### config.mk
export PLATFORM = sky130hd
export DESIGN_NAME = ysyx_22050710_trap_seq
export DESIGN_NICKNAME = d
export VERILOG_FILES = /design/src/rtl/ysyx_22050710_csr_pkg.sv /design/src/rtl/ysyx_22050710_trap_seq.sv
export SDC_FILE = /design/constraint.sdc
export NUM_CORES = 1
export LEC_CHECK = 0
export ABC_AREA = 1
export BUFFER_PORTS_ARGS = -buffer_cell sky130_fd_sc_hd__buf_2
export CAP_MARGIN = 20
export CELL_PAD_IN_SITES_DETAIL_PLACEMENT = 1
export CELL_PAD_IN_SITES_GLOBAL_PLACEMENT = 2
export CORE_MARGIN = 1
export CORE_UTILIZATION = 21
export DETAILED_ROUTE_END_ITERATION = 10
export PLACE_DENSITY_LB_ADDON = 0.1
export SETUP_SLACK_MARGIN = 0.1
export SLEW_MARGIN = 20
export SYNTH_ARGS = -nofsm -noshare
export SYNTH_HDL_FRONTEND = slang
export SYNTH_SLANG_ARGS = --single-unit
### constraint.sdc
create_clock -name i_clk -period 4.8 [get_ports i_clk]
set_input_delay 0 -clock i_clk [delete_from_list [all_inputs] [get_ports i_clk]]
set_output_delay 0 -clock i_clk [all_outputs]
set_load 0.02 [all_outputs]
### src/rtl/ysyx_22050710_csr_pkg.sv
// Machine-mode CSR map, mstatus field positions, trap-sequencer state encoding
// and the mstatus update rules shared by the trap sequencer and the CSR file.
package ysyx_22050710_csr_pkg;

  localparam int XLEN = 64;

  localparam logic [11:0] CSR_MSTATUS = 12'h300;
  localparam logic [11:0] CSR_MTVEC   = 12'h305;
  localparam logic [11:0] CSR_MEPC    = 12'h341;
  localparam logic [11:0] CSR_MCAUSE  = 12'h342;

  localparam int MSTATUS_MIE    = 3;
  localparam int MSTATUS_MPIE   = 7;
  localparam int MSTATUS_MPP_LO = 11;
  localparam int MSTATUS_MPP_HI = 12;

  localparam logic [1:0] PRV_M = 2'b11;

  localparam logic [2:0] ST_IDLE    = 3'd0;
  localparam logic [2:0] ST_W_EPC   = 3'd1;
  localparam logic [2:0] ST_W_CAUSE = 3'd2;
  localparam logic [2:0] ST_U_STAT  = 3'd3;
  localparam logic [2:0] ST_R_VEC   = 3'd4;
  localparam logic [2:0] ST_M_STAT  = 3'd5;
  localparam logic [2:0] ST_R_EPC   = 3'd6;

  // Trap entry: stash MIE into MPIE, mask interrupts, record machine mode.
  function automatic logic [XLEN-1:0] mstatus_trap(input logic [XLEN-1:0] old_s);
    logic [XLEN-1:0] new_s;
    new_s                                = old_s;
    new_s[MSTATUS_MPIE]                  = old_s[MSTATUS_MIE];
    new_s[MSTATUS_MIE]                   = 1'b0;
    new_s[MSTATUS_MPP_HI:MSTATUS_MPP_LO] = PRV_M;
    return new_s;
  endfunction

  // Trap return: restore MIE from MPIE and re-arm MPIE.
  function automatic logic [XLEN-1:0] mstatus_mret(input logic [XLEN-1:0] old_s);
    logic [XLEN-1:0] new_s;
    new_s                                = old_s;
    new_s[MSTATUS_MIE]                   = old_s[MSTATUS_MPIE];
    new_s[MSTATUS_MPIE]                  = 1'b1;
    new_s[MSTATUS_MPP_HI:MSTATUS_MPP_LO] = PRV_M;
    return new_s;
  endfunction

endpackage

### src/rtl/ysyx_22050710_trap_seq.sv
// Trap / mret sequencer: walks the machine CSRs one access per cycle and
// issues a single-cycle pc redirect at the end of each sequence.
module ysyx_22050710_trap_seq
  import ysyx_22050710_csr_pkg::*;
#(
  parameter int ADDR_WIDTH = 12,
  parameter int DATA_WIDTH = 64
) (
  input  logic                  i_clk,
  input  logic                  i_rst,
  input  logic                  i_valid,
  input  logic                  i_mret,
  input  logic [3:0]            i_cause,
  input  logic [63:0]           i_epc,
  output logic                  o_ready,
  output logic [ADDR_WIDTH-1:0] o_csr_raddr,
  output logic                  o_csr_ren,
  input  logic [DATA_WIDTH-1:0] i_csr_rdata,
  output logic [ADDR_WIDTH-1:0] o_csr_waddr,
  output logic [DATA_WIDTH-1:0] o_csr_wdata,
  output logic                  o_csr_wen,
  output logic [63:0]           o_nextpc,
  output logic                  o_redirect
);

  logic [2:0]      state_r;
  logic [2:0]      state_nxt_s;
  logic [63:0]     epc_r;
  logic [3:0]      cause_r;
  logic            accept_s;
  logic [XLEN-1:0] rdata_s;

  assign accept_s = (state_r == ST_IDLE) && i_valid;
  assign rdata_s  = XLEN'(i_csr_rdata);

  // Next-state selection; the request type is only looked at on acceptance.
  always_comb begin
    state_nxt_s = ST_IDLE;
    case (state_r)
      ST_IDLE: begin
        if (i_valid) begin
          state_nxt_s = i_mret ? ST_M_STAT : ST_W_EPC;
        end else begin
          state_nxt_s = ST_IDLE;
        end
      end
      ST_W_EPC:   state_nxt_s = ST_W_CAUSE;
      ST_W_CAUSE: state_nxt_s = ST_U_STAT;
      ST_U_STAT:  state_nxt_s = ST_R_VEC;
      ST_R_VEC:   state_nxt_s = ST_IDLE;
      ST_M_STAT:  state_nxt_s = ST_R_EPC;
      ST_R_EPC:   state_nxt_s = ST_IDLE;
      default:    state_nxt_s = ST_IDLE;
    endcase
  end

  // State register and request capture.
  always_ff @(posedge i_clk or posedge i_rst) begin
    if (i_rst) begin
      state_r <= ST_IDLE;
      epc_r   <= 64'd0;
      cause_r <= 4'd0;
    end else begin
      state_r <= state_nxt_s;
      if (accept_s) begin
        epc_r   <= i_epc;
        cause_r <= i_cause;
      end else begin
        epc_r   <= epc_r;
        cause_r <= cause_r;
      end
    end
  end

  // CSR port and redirect decode; mstatus updates and redirect targets use
  // the same-cycle read data.
  always_comb begin
    o_ready     = (state_r == ST_IDLE);
    o_csr_raddr = {ADDR_WIDTH{1'b0}};
    o_csr_ren   = 1'b0;
    o_csr_waddr = {ADDR_WIDTH{1'b0}};
    o_csr_wdata = {DATA_WIDTH{1'b0}};
    o_csr_wen   = 1'b0;
    o_nextpc    = 64'd0;
    o_redirect  = 1'b0;
    case (state_r)
      ST_W_EPC: begin
        o_csr_wen   = 1'b1;
        o_csr_waddr = ADDR_WIDTH'(CSR_MEPC);
        o_csr_wdata = DATA_WIDTH'(epc_r);
      end
      ST_W_CAUSE: begin
        o_csr_wen   = 1'b1;
        o_csr_waddr = ADDR_WIDTH'(CSR_MCAUSE);
        o_csr_wdata = DATA_WIDTH'(cause_r);
      end
      ST_U_STAT: begin
        o_csr_ren   = 1'b1;
        o_csr_raddr = ADDR_WIDTH'(CSR_MSTATUS);
        o_csr_wen   = 1'b1;
        o_csr_waddr = ADDR_WIDTH'(CSR_MSTATUS);
        o_csr_wdata = DATA_WIDTH'(mstatus_trap(rdata_s));
      end
      ST_R_VEC: begin
        o_csr_ren   = 1'b1;
        o_csr_raddr = ADDR_WIDTH'(CSR_MTVEC);
        o_nextpc    = {rdata_s[63:2], 2'b00};
        o_redirect  = 1'b1;
      end
      ST_M_STAT: begin
        o_csr_ren   = 1'b1;
        o_csr_raddr = ADDR_WIDTH'(CSR_MSTATUS);
        o_csr_wen   = 1'b1;
        o_csr_waddr = ADDR_WIDTH'(CSR_MSTATUS);
        o_csr_wdata = DATA_WIDTH'(mstatus_mret(rdata_s));
      end
      ST_R_EPC: begin
        o_csr_ren   = 1'b1;
        o_csr_raddr = ADDR_WIDTH'(CSR_MEPC);
        o_nextpc    = rdata_s;
        o_redirect  = 1'b1;
      end
      default: begin
        o_redirect = 1'b0;
      end
    endcase
  end

endmodule

# == Word level (Yosys, flattened, before mapping) ==
# Cells that the tools add are included.
# totals
wordCells,25
memories,0
reg_bits,71
romBits,0
output_inout_bits,156
mem_bits_rw,0
latchBits,0
inputBits,136
# classes
n_bitwise,0
add_sub_neg,0
shifts,0
n_reduce_logical,6
n_eq_ne,6
mul,0
mux,10
div,0
order_cmp,0
# ops
op,count
$pmux W64 S4,1
$pmux W64 S2,1
$pmux W10 S3,2
$pmux W3 S5,1
$eq A3 B3 Y1 const B,3
$reduce_or A4 Y1,2
$eq A3 B2 Y1 const B,2
$mux W3,2
$reduce_or A2 Y1,2
$eq A3 B1 Y1 const B,1
$logic_not A3 Y1,1
$mux W1,3
$logic_and A1 B1 Y1,1

# == Longest topological paths before layout ==
# depth
depth_word,3
mapped_depth,8
depth_no_buf,6

# == Worst setup path before layout ==
# OpenSTA, ideal clock, no wires.
# synth_path
path_type,reg2out
from,register state_r[2]
to,output port o_csr_raddr[9]
t_arrival_ns,1.563
n_path_buf,3
stages_incl_launch_ff,8
setup_slack_ns,3.237
cell_sequence,dfrtp_1 inv_2 nor2_2 inv_2 buf_2 buf_2 nand2_1 buf_4
# synth_via
elab_chain_len,3
word_cells_on_any_way,6
classes_between,4 x eq/ne; 1 x mux; 1 x reduce/logical
# synth_rtl
item,line_no,source
start: declaration,ysyx_22050710_trap_seq.sv:26,logic [2:0] state_r;
start signal: assignment,ysyx_22050710_trap_seq.sv:64,state_r <= state_nxt_s;
$eq A3 B3 Y1 or $eq A3 B2 Y1 (tied branches),ysyx_22050710_trap_seq.sv:86,case (state_r)
$reduce_or A2 Y1 (no line),-,
$pmux W10 S3 (*),ysyx_22050710_trap_seq.sv:86,
end: declaration,ysyx_22050710_trap_seq.sv:16,"output logic [ADDR_WIDTH-1:0] o_csr_raddr,"
# Every way passes the cells marked *; elsewhere a longest branch is shown, timed or not.

# == Worst setup path after layout ==
# layout_path
from,register state_r[1]
to,output port o_csr_wdata[47]
# layout_via
elab_chain_len,2
word_cells_on_any_way,5
classes_between,4 x eq/ne; 1 x mux
# layout_rtl
item,line_no,source
$eq A3 B3 Y1 (tied with other cells),ysyx_22050710_trap_seq.sv:86,
$pmux W64 S4 (*),ysyx_22050710_trap_seq.sv:86,
end: declaration,ysyx_22050710_trap_seq.sv:20,"output logic [DATA_WIDTH-1:0] o_csr_wdata,"
# Marked as above.

==> reports/qor.yml <==
global_routing:
  overflow: 0
  first_global_vias: 5465
  use_met1: 0.192
  met3_usage: 0.0333
  grt_pass1_wl_microns: 26500
  grt_usage: 0.164
  antenna_found_initial: 0
  grt_max_degree: 72
  grt.met2_usage: 0.299
  busiest_layer: "met2"
routing:
  wl_per_cell_microns: 13.2
  drc_errors: 0
  via_per_inst: 4.05
  via_count: 5167
  drt_iter0_markers: 129
  first_pass_iters: 4
  final_antenna_net_count: 0
  wl_microns: 16900
min_path:
  hp-class: "input pin to asynchronous set/reset pin"
die:
  dieArea_sq_um: 20700
  initial_core_util: 0.216
  ios: 292
  die_x_microns: 144
  die_h_microns: 144
  placementRows: 51
  coreArea_sq_um: 19600
sta:
  setup_viol_count_final: 0
  rsz0062_at_grt: "false"
  tightest_slew_ps: 981
  hold_viol_final: 30
  slew_viol_final: 0
  skew_ps: 4.49
  max_freq_ghz: 0.386
  slew_headroom: 0.346
  period_minus_slack_ps: 2590
  period_share: 0.540
  fin_setup_tns_ps: 0
  hold_slack_ps: -63.2
finish:
  nNetsFinal: 1143
  n_antenna_cell: 0
  finalNonFillerCells: 1276
  syn2layout_area_growth_pct: 58.5
  drive_gt1_frac: 0.300
  final_util: 0.342
  num-fill-cells: 2656
power_and_ir_drop:
  power_density_nw_per_um2: 563
  sequentialPowerShare: 0.279
  p_int_uw: 1910
  switching_share: 0.493
  switching_power_uw: 1860
  ir_drop_v: 0.000259
  p_comb_frac: 0.552
  power_frac_clock: 0.169
  p_leak_uw: 0.00435
synth:
  yosysWarnings: 0
  syn_area_sq_um: 4230
  synth_seq_area_share: 0.420
  ys_seq_elements: 71
  avgSynthCellArea_sq_um: 6.18
  ys_types: 15
  synth_cells: 684
worst_setup_path:
  critPathKind: "flop to output pin"
  r2r_slack_ps: 2780
  cp_top_family: "simple AND/OR/NAND/NOR gates"
  max_stage_delay_ps: 690
  cp_num_buf_inv: 3
  arrival_ps: 2590
  crit_fanout: 34
  crit_slowest_cell: "nor2_4"
  startpoint_type: "flop"
  end_kind: "output pin"
  critical_path.cell_chain: "inv_1 -> nand2_1 -> nor2_4 -> buf_4 -> nand2_1 -> nand2_1 -> buf_2"
  cp.required_ps: 4800
  crit_top_cell: "nand2_1"
clock_tree:
  post_cts.repair.setup_buffers: 0
  cts-root-buf: "clkbuf_16"
  cts_buffers: 9
  insertion_delay_ps: 330
  cts_buffer_depth: 2
  cts_sinks: 71
  htree_levels: 3
  cts_tree: "yes"
  clk_pin_slew_ps: 60
place:
  portBuffers: 277
  hpwlAfterDp_microns: 12200
  place_inst: 1192
  gp_congestion: 0.722
run_status:
  outcome: "complete, but fails checks"
  violations: "hold timing"
flow_run:
  max_cap_violations: 0
-- path summary, 6_finish.rpt --
path                                    to  cells past startpoint       startpoint
hold reg to reg                  epc_r[10]                      2        epc_r[10]
min in group i_clk            o_nextpc[12]                      4  i_csr_rdata[12]
setup / recovery           o_csr_wdata[47]                      7       state_r[1]
setup reg to reg                 epc_r[47]                      6       state_r[1]
hold / removal                  cause_r[0]                      3            i_rst
max in group asynchronous        epc_r[44]                      3            i_rst
-- cell type report --
| cell class | instances | area [sq um] | area share |
|---|---|---|---|
| Multi-Input combinational cell | 500 | 1920 | 0.286 |
| Timing Repair Buffer | 351 | 2110 | 0.316 |
| Tap cell | 265 | 332 | 0.0495 |
| Clock buffer | 15 | 278 | 0.0415 |
| Inverter | 74 | 279 | 0.0417 |
| Sequential cell | 71 | 1780 | 0.265 |
-- Yosys cell counts --
| library cell | n | area [sq um] |
|---|---|---|
| buf_1 | 1 | 3.75 |
| buf_2 | 21 | 105 |
| buf_4 | 24 | 180 |
| clkbuf_1 | 6 | 22.5 |
| conb_1 | 1 | 3.75 |
| dfrtp_1 | 71 | 1780 |
| inv_1 | 70 | 263 |
| inv_2 | 4 | 15.0 |
| nand2_1 | 403 | 1510 |
| nand3_1 | 9 | 45.0 |
| nand3_2 | 1 | 10.0 |
| nor2_1 | 68 | 255 |
| nor2_2 | 1 | 6.26 |
| nor2_4 | 1 | 11.3 |
| o21ai_0 | 3 | 15.0 |
-- registers in the layout, indices dropped and copies added, names as in the netlist --
| register | cells |
|---|---|
| epc_r | 64 |
| cause_r | 4 |
| state_r | 3 |
-- worst reg2reg max path: stages (launching register included) --
cell	delay (ps)
dfrtp_1	460
nor2_1	200
nand3_2	100
inv_2	490
buf_4	490
nand2_1	140
nand2_1	70
-- power by group through the flow --
stage | clock network (uW) | registers [uW] | logic, uW
floorplan | 0 | 1000 | 1440
global placement | 0 | 1040 | 2050
detailed placement | 0 | 1060 | 2080
CTS | 662 | 1050 | 2130
global route | 683 | 1090 | 2330
finish | 638 | 1050 | 2080
-- repair_timing --
item	in CTS	in global routing
endpoints found under the hold margin	69	0
gates resized for setup	0	0
hold buffers	69	0
-- layout by cell type, fill, tap and decap left out --
cell type / count
nand2_1: 402
buf_2: 277
dfrtp_1: 71
inv_1: 69
dlygate4sd3_1: 69
nor2_1: 68
conb_1: 14
nand3_1: 9
clkbuf_16: 9
buf_4: 5
inv_2: 4
o21ai_0: 3
clkbuf_8: 3
clkbuf_1: 3
nand3_2: 1
nand2_4: 1
nor2_4: 1
nor2_2: 1
clkinv_2: 1
-- through the flow --
step	power, uW	setup WS [ps]	area, sq um
after floorplan	2450	3000	4270
after global placement	3100	2450	5720
after detailed placement	3140	2460	5730
after CTS	3850	2100	6700
after global routing	4100	1940	6700
final	3770	2210	6700
-- layer usage --
layer	part of all wire	wire length [microns]	up-vias
met5	0	0	-
met2	0.51	8530	166
met1	0.42	7120	2407
met4	0.012	206	0
met3	0.060	1010	13
li1	-	-	2581
-- cells by family after synthesis --
family | count (synthesis) | share of synthesized area
AO/OA/AOI/OAI | 3 | 0.00355
buffers and inverters | 126 | 0.139
flip-flops | 71 | 0.420
other | 1 | 0.000888
AND/OR/NAND/NOR | 483 | 0.436
No activity file was read; power rests on OpenSTA's default activity.
